[src/rtl/hazard_ctrl_pkg.sv]
// ============================================================================
// Module      : hazard_ctrl_pkg
// Description : Shared types and constants for the ID/EX hazard controller.
// Revision    : 1.0
// ============================================================================
`default_nettype none

package hazard_ctrl_pkg;

    localparam int REG_IDX_W   = 5;
    localparam int WAIT_CNT_W  = 8;
    localparam int FLUSH_CNT_W = 3;

    localparam logic [REG_IDX_W-1:0] c_reg_x0 = '0;

    typedef enum logic [1:0] {
        ST_RUN      = 2'd0,
        ST_FLUSH    = 2'd1,
        ST_MEM_WAIT = 2'd2,
        ST_HALT     = 2'd3
    } hz_state_e;

    // A source operand depends on a producer only if it is read and the producer writes a real register.
    function automatic logic reg_match(
        input logic                 use_rs,
        input logic [REG_IDX_W-1:0] rs,
        input logic [REG_IDX_W-1:0] rd
    );
        return use_rs && (rd != c_reg_x0) && (rd == rs);
    endfunction

endpackage

`default_nettype wire

[src/rtl/hazard_ctrl_fwd_detect.sv]
// ============================================================================
// Module      : hazard_fwd_detect
// Description : Combinational forwarding-select and load-use detection.
// Revision    : 1.0
// ============================================================================
`default_nettype none

module hazard_fwd_detect
    import hazard_ctrl_pkg::*;
(
    input  logic [REG_IDX_W-1:0] id_rs1,
    input  logic [REG_IDX_W-1:0] id_rs2,
    input  logic                 id_use_rs1,
    input  logic                 id_use_rs2,
    input  logic [REG_IDX_W-1:0] ex_rd,
    input  logic                 ex_RegWrite,
    input  logic                 ex_MemRead,
    input  logic [REG_IDX_W-1:0] mem_rd,
    input  logic                 mem_RegWrite,
    output logic                 fwd_ex_1,
    output logic                 fwd_mem_1,
    output logic                 fwd_ex_2,
    output logic                 fwd_mem_2,
    output logic                 load_use
);

    logic w_ex_hit_1;
    logic w_ex_hit_2;
    logic w_mem_hit_1;
    logic w_mem_hit_2;

    assign w_ex_hit_1  = reg_match(id_use_rs1, id_rs1, ex_rd);
    assign w_ex_hit_2  = reg_match(id_use_rs2, id_rs2, ex_rd);
    assign w_mem_hit_1 = reg_match(id_use_rs1, id_rs1, mem_rd);
    assign w_mem_hit_2 = reg_match(id_use_rs2, id_rs2, mem_rd);

    // A load in EX has no data yet, so it never forwards from EX.
    assign fwd_ex_1  = w_ex_hit_1 & ex_RegWrite & ~ex_MemRead;
    assign fwd_ex_2  = w_ex_hit_2 & ex_RegWrite & ~ex_MemRead;
    assign fwd_mem_1 = w_mem_hit_1 & mem_RegWrite & ~fwd_ex_1;
    assign fwd_mem_2 = w_mem_hit_2 & mem_RegWrite & ~fwd_ex_2;

    assign load_use  = ex_MemRead & (w_ex_hit_1 | w_ex_hit_2);

endmodule

`default_nettype wire

[src/rtl/hazard_ctrl.sv]
// ============================================================================
// Module      : hazard_ctrl
// Description : Pipeline sequencing controller: forwarding, load-use bubble,
//               branch flush and data-memory wait with timeout watchdog.
// Revision    : 1.0
// ============================================================================
`default_nettype none

module hazard_ctrl
    import hazard_ctrl_pkg::*;
#(
    parameter int FLUSH_CYCLES = 2,
    parameter int WAIT_MAX     = 15
) (
    input  logic                 clk,
    input  logic                 rst,
    input  logic [REG_IDX_W-1:0] id_rs1,
    input  logic [REG_IDX_W-1:0] id_rs2,
    input  logic                 id_use_rs1,
    input  logic                 id_use_rs2,
    input  logic [REG_IDX_W-1:0] ex_rd,
    input  logic                 ex_RegWrite,
    input  logic                 ex_MemRead,
    input  logic [REG_IDX_W-1:0] mem_rd,
    input  logic                 mem_RegWrite,
    input  logic                 branch_taken,
    input  logic                 dmem_req,
    input  logic                 dmem_ack,
    output logic                 fwd_ex_1,
    output logic                 fwd_mem_1,
    output logic                 fwd_ex_2,
    output logic                 fwd_mem_2,
    output logic                 pc_stall,
    output logic                 if_stall,
    output logic                 if_clear,
    output logic                 id_clear,
    output logic                 pipe_hold,
    output logic                 timeout_err,
    output logic [1:0]           state
);

    localparam logic [FLUSH_CNT_W-1:0] c_flush_full = FLUSH_CNT_W'(FLUSH_CYCLES);
    localparam logic [FLUSH_CNT_W-1:0] c_flush_rest = FLUSH_CNT_W'(FLUSH_CYCLES - 1);
    localparam logic [WAIT_CNT_W-1:0]  c_wait_max   = WAIT_CNT_W'(WAIT_MAX);
    localparam logic [WAIT_CNT_W-1:0]  c_wait_sat   = '1;

    hz_state_e              state_q,       state_d;
    logic [FLUSH_CNT_W-1:0] flush_cnt_q,   flush_cnt_d;
    logic [WAIT_CNT_W-1:0]  wait_cnt_q,    wait_cnt_d;
    logic                   pend_flush_q,  pend_flush_d;
    logic                   timeout_err_q, timeout_err_d;

    logic w_fwd_ex_1;
    logic w_fwd_mem_1;
    logic w_fwd_ex_2;
    logic w_fwd_mem_2;
    logic w_load_use;
    logic w_mem_stall;

    logic w_pc_stall;
    logic w_if_stall;
    logic w_if_clear;
    logic w_id_clear;
    logic w_pipe_hold;

    hazard_fwd_detect u_fwd_detect (
        .id_rs1       (id_rs1),
        .id_rs2       (id_rs2),
        .id_use_rs1   (id_use_rs1),
        .id_use_rs2   (id_use_rs2),
        .ex_rd        (ex_rd),
        .ex_RegWrite  (ex_RegWrite),
        .ex_MemRead   (ex_MemRead),
        .mem_rd       (mem_rd),
        .mem_RegWrite (mem_RegWrite),
        .fwd_ex_1     (w_fwd_ex_1),
        .fwd_mem_1    (w_fwd_mem_1),
        .fwd_ex_2     (w_fwd_ex_2),
        .fwd_mem_2    (w_fwd_mem_2),
        .load_use     (w_load_use)
    );

    assign w_mem_stall = dmem_req & ~dmem_ack;

    always_ff @(posedge clk or negedge rst) begin
        if (!rst) begin
            state_q       <= ST_RUN;
            flush_cnt_q   <= '0;
            wait_cnt_q    <= '0;
            pend_flush_q  <= 1'b0;
            timeout_err_q <= 1'b0;
        end else begin
            state_q       <= state_d;
            flush_cnt_q   <= flush_cnt_d;
            wait_cnt_q    <= wait_cnt_d;
            pend_flush_q  <= pend_flush_d;
            timeout_err_q <= timeout_err_d;
        end
    end

    always_comb begin
        state_d       = state_q;
        flush_cnt_d   = flush_cnt_q;
        wait_cnt_d    = wait_cnt_q;
        pend_flush_d  = pend_flush_q;
        timeout_err_d = timeout_err_q;
        w_pc_stall    = 1'b0;
        w_if_stall    = 1'b0;
        w_if_clear    = 1'b0;
        w_id_clear    = 1'b0;
        w_pipe_hold   = 1'b0;

        case (state_q)
            ST_RUN: begin
                if (w_mem_stall) begin
                    w_pipe_hold = 1'b1;
                    state_d     = ST_MEM_WAIT;
                    wait_cnt_d  = WAIT_CNT_W'(1);
                    // The deferred branch never issued its own clear, so it needs the full length later.
                    if (branch_taken) begin
                        pend_flush_d = 1'b1;
                        flush_cnt_d  = c_flush_full;
                    end
                end else if (branch_taken) begin
                    w_if_clear = 1'b1;
                    w_id_clear = 1'b1;
                    if (FLUSH_CYCLES > 1) begin
                        state_d     = ST_FLUSH;
                        flush_cnt_d = c_flush_rest;
                    end
                end else if (w_load_use) begin
                    w_pc_stall = 1'b1;
                    w_if_stall = 1'b1;
                    w_id_clear = 1'b1;
                end
            end

            ST_FLUSH: begin
                w_if_clear = 1'b1;
                w_id_clear = 1'b1;
                if (w_mem_stall) begin
                    w_pipe_hold  = 1'b1;
                    state_d      = ST_MEM_WAIT;
                    wait_cnt_d   = WAIT_CNT_W'(1);
                    pend_flush_d = 1'b1;
                    if (branch_taken) begin
                        flush_cnt_d = c_flush_full;
                    end
                end else if (branch_taken) begin
                    if (FLUSH_CYCLES > 1) begin
                        flush_cnt_d = c_flush_rest;
                    end else begin
                        state_d     = ST_RUN;
                        flush_cnt_d = '0;
                    end
                end else if (flush_cnt_q <= FLUSH_CNT_W'(1)) begin
                    state_d     = ST_RUN;
                    flush_cnt_d = '0;
                end else begin
                    flush_cnt_d = flush_cnt_q - FLUSH_CNT_W'(1);
                end
            end

            ST_MEM_WAIT: begin
                w_pipe_hold = 1'b1;
                w_pc_stall  = 1'b1;
                w_if_stall  = 1'b1;
                if (branch_taken) begin
                    pend_flush_d = 1'b1;
                    flush_cnt_d  = c_flush_full;
                end
                if (dmem_ack) begin
                    pend_flush_d = 1'b0;
                    wait_cnt_d   = '0;
                    if (pend_flush_q || branch_taken) begin
                        state_d = ST_FLUSH;
                    end else begin
                        state_d     = ST_RUN;
                        flush_cnt_d = '0;
                    end
                end else if (wait_cnt_q >= c_wait_max) begin
                    state_d       = ST_HALT;
                    timeout_err_d = 1'b1;
                end else if (wait_cnt_q != c_wait_sat) begin
                    wait_cnt_d = wait_cnt_q + WAIT_CNT_W'(1);
                end
            end

            ST_HALT: begin
                w_pipe_hold = 1'b1;
                w_pc_stall  = 1'b1;
                w_if_stall  = 1'b1;
            end

            default: begin
                state_d = ST_RUN;
            end
        endcase
    end

    // Outputs are forced low combinationally so they drop the moment reset asserts.
    assign fwd_ex_1    = w_fwd_ex_1  & rst;
    assign fwd_mem_1   = w_fwd_mem_1 & rst;
    assign fwd_ex_2    = w_fwd_ex_2  & rst;
    assign fwd_mem_2   = w_fwd_mem_2 & rst;
    assign pc_stall    = w_pc_stall  & rst;
    assign if_stall    = w_if_stall  & rst;
    assign if_clear    = w_if_clear  & rst;
    assign id_clear    = w_id_clear  & rst;
    assign pipe_hold   = w_pipe_hold & rst;
    assign timeout_err = timeout_err_q & rst;
    assign state       = state_q;

endmodule

`default_nettype wire

[config.mk]
export PLATFORM = sky130hd
export DESIGN_NAME = hazard_ctrl
export DESIGN_NICKNAME = d
export VERILOG_FILES = /design/src/rtl/hazard_ctrl_pkg.sv /design/src/rtl/hazard_ctrl_fwd_detect.sv /design/src/rtl/hazard_ctrl.sv
export SDC_FILE = /design/constraint.sdc
export NUM_CORES = 1
export LEC_CHECK = 0
export ABC_AREA = 1
export CORE_MARGIN = 1.5
export CORE_UTILIZATION = 52
export CTS_CLUSTER_SIZE = 16
export DETAILED_ROUTE_END_ITERATION = 8
export PLACE_DENSITY = 0.94
export SLEW_MARGIN = 20
export SYNTH_ARGS = -nofsm -noshare
export SYNTH_HDL_FRONTEND = slang
export SYNTH_SLANG_ARGS = --single-unit
[constraint.sdc]
create_clock -name clk -period 5.2 [get_ports clk]
set_input_delay 1.56 -clock clk [delete_from_list [all_inputs] [get_ports clk]]
set_output_delay 1.56 -clock clk [all_outputs]
set_load 0.01 [all_outputs]
[Yosys cells after proc, flatten, opt, wreduce, memory -nomap -nowiden]
Cells that the tools add are included.
Cells by class
  multiplexer cells: 40
  $lt $le $gt $ge: 2
  bitwise logic cells: 24
  add/sub/neg operators: 2
  eq/ne operators: 17
  reduce and logical (&&, ||, !) cells: 21
Operators with widths (number)
  8-bit two-way mux: 4
  3-bit two-way mux: 8
  5-bit == test: 4
  1-bit AND: 19
  3-bit != test (second input constant): 6
  8-bit case mux with 2 select lines: 1
  2-bit two-way mux: 7
  1-bit two-way mux: 13
  5-bit nonzero test: 2
  3-bit case mux with 3 select lines: 1
  8-bit by 1-bit adder with 8-bit output (second input constant): 1
  8-bit by 4-bit greater-or-equal comparator with 1-bit output (second input constant): 1
  1-bit logical AND: 8
  8-bit != test (second input constant): 1
  1-bit case mux with 2 select lines: 4
  2-bit case mux with 3 select lines: 1
  3-bit AND reduction: 2
  5-bit AND reduction: 1
  2-bit == test (second input constant): 2
  2-bit != test (second input constant): 2
  1-bit NOT: 4
  4-bit AND reduction: 1
  2-bit OR reduction: 2
  3-bit by 1-bit <= comparator with 1-bit output (second input constant): 1
  other kinds (10): 10
Storage, ports and cells
  register bits after elaboration: 15
  output and inout port bits: 12
  logic and storage cells: 111
  bits of input ports: 30

[Longest topological paths before layout]
  depth in word-level cells: 10
  depth in mapped cells: 11
  mapped depth without buffers: 10

[Hierarchy]
From an unflattened synthesis, not the netlist that was laid out.
Second synthesis, totals
  cells, all modules: 278
  area total of the unflattened synthesis: 1597.8 µm²
Modules (own cells, without submodules)
  hazard_ctrl: times used 1, cells an instance 167, area each 1147.4 µm², sequential area each 375.4 µm²
  hazard_fwd_detect: times used 1, cells an instance 111, area each 450.4 µm², sequential area each 0.0 µm²

[Worst setup path after synthesis]
Ideal clock, no wire load.
  path kind: in2out
  from: in ex_rd[3]
  to: out pc_stall
  data arrival time: 2.491 ns
  cell stages on the path: 10
  required time: 3.640 ns
  path slack: 1.149 ns
  path buffers: 1
  cells stage by stage: inv_1 nand2_1 nand2_1 nand2_1 nor2_1 nand2_1 nand2_1 nand3_1 a21oi_1 buf_4
On the way
  longest elaborated chain between the ends: 10
  elaborated cells between the ends (all ways): 14
  those cells by class: 2 x eq/ne; 4 x mux; 3 x bitwise; 5 x reduce/logical
RTL lines
  start, declared: RTL line hazard_ctrl.sv:21  | input logic [REG_IDX_W-1:0] ex_rd,
  5-bit nonzero test: RTL line hazard_ctrl_pkg.sv:29  | return use_rs && (rd != c_reg_x0) && (rd == rs);
  1-bit logical AND (2 in series): RTL line hazard_ctrl_pkg.sv:29
  1-bit OR *: RTL line hazard_ctrl_fwd_detect.sv:43  | assign load_use = ex_MemRead & (w_ex_hit_1 | w_ex_hit_2);
  1-bit AND *: RTL line hazard_ctrl_fwd_detect.sv:43
  1-bit two-way mux * (3 in series)
  1-bit case mux with 2 select lines *
  1-bit AND *
  end, declared: RTL line hazard_ctrl.sv:33  | output logic pc_stall,
Every way passes the cells marked *; elsewhere a longest branch is shown, timed or not.

[Worst setup path after layout]
  from: in ex_rd[3]
  to: out id_clear
On the way
  longest elaborated chain between the ends: 10
  elaborated cells between the ends (all ways): 14
  those cells by class: 2 x eq/ne; 4 x mux; 3 x bitwise; 5 x reduce/logical
RTL lines
  5-bit nonzero test: RTL line hazard_ctrl_pkg.sv:29
  1-bit logical AND (2 in series): RTL line hazard_ctrl_pkg.sv:29
  1-bit OR *: RTL line hazard_ctrl_fwd_detect.sv:43
  1-bit AND *: RTL line hazard_ctrl_fwd_detect.sv:43
  1-bit two-way mux *: RTL line hazard_ctrl.sv:131  | end else if (w_load_use) begin
  1-bit two-way mux *: RTL line hazard_ctrl.sv:124  | end else if (branch_taken) begin
  1-bit two-way mux *: RTL line hazard_ctrl.sv:115  | if (w_mem_stall) begin
  1-bit case mux with 2 select lines *: RTL line hazard_ctrl.sv:113  | case (state_q)
  1-bit AND *: RTL line hazard_ctrl.sv:209  | assign id_clear = w_id_clear & rst;
  end, declared: RTL line hazard_ctrl.sv:36  | output logic id_clear,
Marked as above.

==> summary.txt <==
Min path
  • Hold Path End: timeout_err_q
  • Hold Crit Class: flip-flop to flip-flop
  • Worst hold start: timeout_err_q
  • Hold Crit Depth: 1

Layout
  • Area Growth Syn to Fin: 31.3%
  • Net count, final: ~320
  • N_diodes: 0
  • Most frequent cells in the layout: 64 x nand2_1, 45 x inv_1, 39 x clkdlybuf4s50_1
  • Core Util, Final: 0.721
  • Design area: 2000 µm²
  • Share of layout cells above drive strength 1: 0.0813
  • Fin cells: between 300 and 400
  • Most common cell after layout, fill and taps aside: nand2_1

Power and ir drop
  • Clock power frac: 0.095
  • Share of total power in combinational logic: 0.640
  • Power Density: approximately 340 nW/µm²
  • NetSw: about 320 µW
  • Sequential share of power: 0.264
  • Switching Share: 0.473
  • LEAKAGE: approximately 0.0011 µW
  • Worst VDD drop: 370 µV
  • Internal power: between 300 and 400 µW

Setup path
  • Reg2Reg Setup Slack: about 3.5 ns
  • Critical R2R Launch: state[0]
  • Worst R2R End: wait_cnt_q[2]
  • Slowest stage cell, crit path: clkdlybuf4s50_1
  • CP Launch Type: input port
  • R2R cell count: 7
  • WP data required: 3.64 ns
  • CP arrival: between 3 and 4 ns
  • CP Cell Sequence: clkdlybuf4s50_1 -> inv_1 -> nand2_1 -> nand3_1 -> nor2_1 -> nand2_1 -> nand2_1 -> nand2_1 -> o21bai_1 -> clkdlybuf4s50_1
  • CP Buf/Inv Count: 3
  • Critical path depth in cells: 10
  • Cell family with most CP delay: buffers and inverters
  • CP peak stage delay: between 0.5 and 0.6 ns
  • Crit Path Max Fanout: 3
  • Most used cell along the critical path: nand2_1
  • Worst setup path category: input port to output port
  • Crit end category: output port
  • CP startpoint: ex_rd[3]

Synthesis
  • Synth Area in XOR/XNOR: 0.0402
  • Sequential fraction of the synthesis area: 0.246
  • Syn avg cell area: between 6 and 7 µm²
  • Mux share of post-synthesis cell area: 0
  • Asr flop ratio synth: 1.00
  • Post-synth top flop: dfrtp_1
  • Count of cell types in the netlist: 34
  • Synth Warn #: 0
  • Cells after synthesis: approximately 240
  • Netlist Area Pre-Place: 1530 µm²
  • Simple-gate portion of the synthesized area: 0.350
  • Post-synth EDFFs: 0
  • FF+latch count, synth: 15
  • Compound-Gate Fraction of Synth Area: 0.159
  • Syn nets: between 200 and 300
  • Adder-cell share of the synthesized area: 0.0656
  • Combinational family with the most area after synthesis: simple AND/OR/NAND/NOR gates

Floorplanning
  • Site row count: 19
  • Area of the core: 2780 µm²
  • Io pins: 42
  • Die H: about 57 µm
  • Horiz. Die Dim: between 50 and 60 µm
  • Die area: 3270 µm²
  • Initial Util: 0.549

Clock tree
  • Sink Count: 15
  • CTS root buffer: clkbuf_4
  • Total CTS buffers: 3
  • Clock slew at reported path FFs: roughly 0.09 ns
  • # H-tree levels: 1
  • CTS tree: built
  • Clk buf depth: 2
  • Worst-Skew Late Latency: 0.28 ns

GRT
  • Grt total ovfl: 0
  • GRT Total Usage: 0.242
  • First-pass GRT wire length: ~6300 µm
  • Initial antenna violation count: 0
  • Largest net degree at the start of global routing: 16
  • Vias in the first global route: about 1500

STA
  • Hold Violations, Final: 0
  • Final period util: 0.952
  • Final hold slack: 0.465 ns
  • Setup violators final: 0
  • Slew HR: 0.755
  • Final clock skew: 0.00905 ns
  • Setup TNS: 0 ns
  • RSZ-0062 raised after global routing: false
  • Pins Over Slew Limit: 0
  • Final min period: 4.95 ns
  • Fmax: about 0.2 GHz
  • Slew @ Worst Pin: 0.367 ns

Outcome
  • Status: complete, no violations

Detailed routing
  • Vias post-DR: between 1500 and 2000
  • Detailed Route WL: 3750 µm
  • Vias per cell: 5.16
  • WL/cell: 11.9 µm
  • DR iter-0 viols: 58
  • Post-DRT Antenna Nets: 0
  • Number of iterations in the first detailed-routing pass: 4
  • DRC errors left: 0

Place
  • Dpl cells: between 300 and 400
  • Port bufs: between 40 and 50
  • DP HPWL: 3110 µm
  • Placed instance area: ~2000 µm²
  • Final GP Congestion: between 0.9 and 1

Flow run
  • Max-Cap Viols: 0
==> per-stage QoR <==
step / power [µW] / setup slack (ns)
floorplan: 492 / 1.15
global placement: 606 / 0.183
detailed placement: 619 / 0.157
CTS: 687 / 0.156
global route: 751 / 0.0973
finish: 682 / 0.252
==> power groups by stage <==
| stage | logic [µW] | registers [µW] | clock network [µW] |
|---|---|---|---|
| 3_5_place_dp | 436 | 183 | 0 |
| 2_1_floorplan | 314 | 178 | 0 |
| 4_1_cts | 439 | 181 | 67.5 |
| 5_1_grt | 491 | 186 | 74.0 |
| 6_report | 437 | 180 | 65.0 |
| 3_3_place_gp | 425 | 181 | 0 |
==> cells in the mapped netlist, types with 2 or more instances <==
master,instances,area (µm²)
o211ai_1,2,15.0
o22ai_1,3,18.8
nand3_1,15,75.1
o21bai_1,2,15.0
nor2_1,23,86.3
inv_2,5,18.8
inv_1,45,169
o21ai_1,3,15.0
o21ai_2,3,26.3
o21ai_0,9,45.0
a21oi_1,8,40.0
dfrtp_1,15,375
xor2_1,4,35.0
nor3_1,3,15.0
nand2_1,64,240
xnor2_1,3,26.3
nand2_4,2,22.5
ha_1,8,100
nand4_1,6,37.5
==> worst max-delay path by stage <==
stage                     endpoint  slack (ns)
after floorplan           pc_stall        1.15
after global placement    pc_stall        0.18
after detailed placement  if_stall        0.16
after CTS                 if_stall        0.16
after global routing      id_clear         0.1
final                     id_clear        0.25
==> logic make-up after synthesis <==
group | Yosys count
AO/OA/AOI/OAI | 36
XOR/XNOR | 7
adder cells (fa/ha/maj) | 8
buffers and inverters | 53
flip-flops | 15
AND/OR/NAND/NOR | 119
==> registers in the layout (all words and copies together), names as in the netlist <==
name,flops
state,2
wait_cnt_q,8
flush_cnt_q,3
pend_flush_q,1
timeout_err_q,1
==> repair_timing <==
action,CTS,global route
endpoints found under the setup margin,0,2
hold buffers,0,0
buffers inserted,0,0
gates resized for setup,0,2
==> metal layers <==
layer | global-route usage | up-vias | share of wire | wire length (µm)
met5 | 0 | - | 0 | 0
met4 | 0.0498 | 0 | 0.012 | 46
met3 | 0.0363 | 6 | 0.042 | 159
met2 | 0.458 | 43 | 0.52 | 1940
met1 | 0.290 | 726 | 0.43 | 1610
li1 | - | 844 | - | -
==> layout make-up <==
class                      count  area, µm²
timing repair buffer          43        430
tap                           31       38.8
multi-input combinational    170        938
inverter                      51        194
clock buffer                   3       22.5
sequential                    15        375
fill                         223        777
clock inverter                 1       5.00
(Power assumes the default switching activity.)
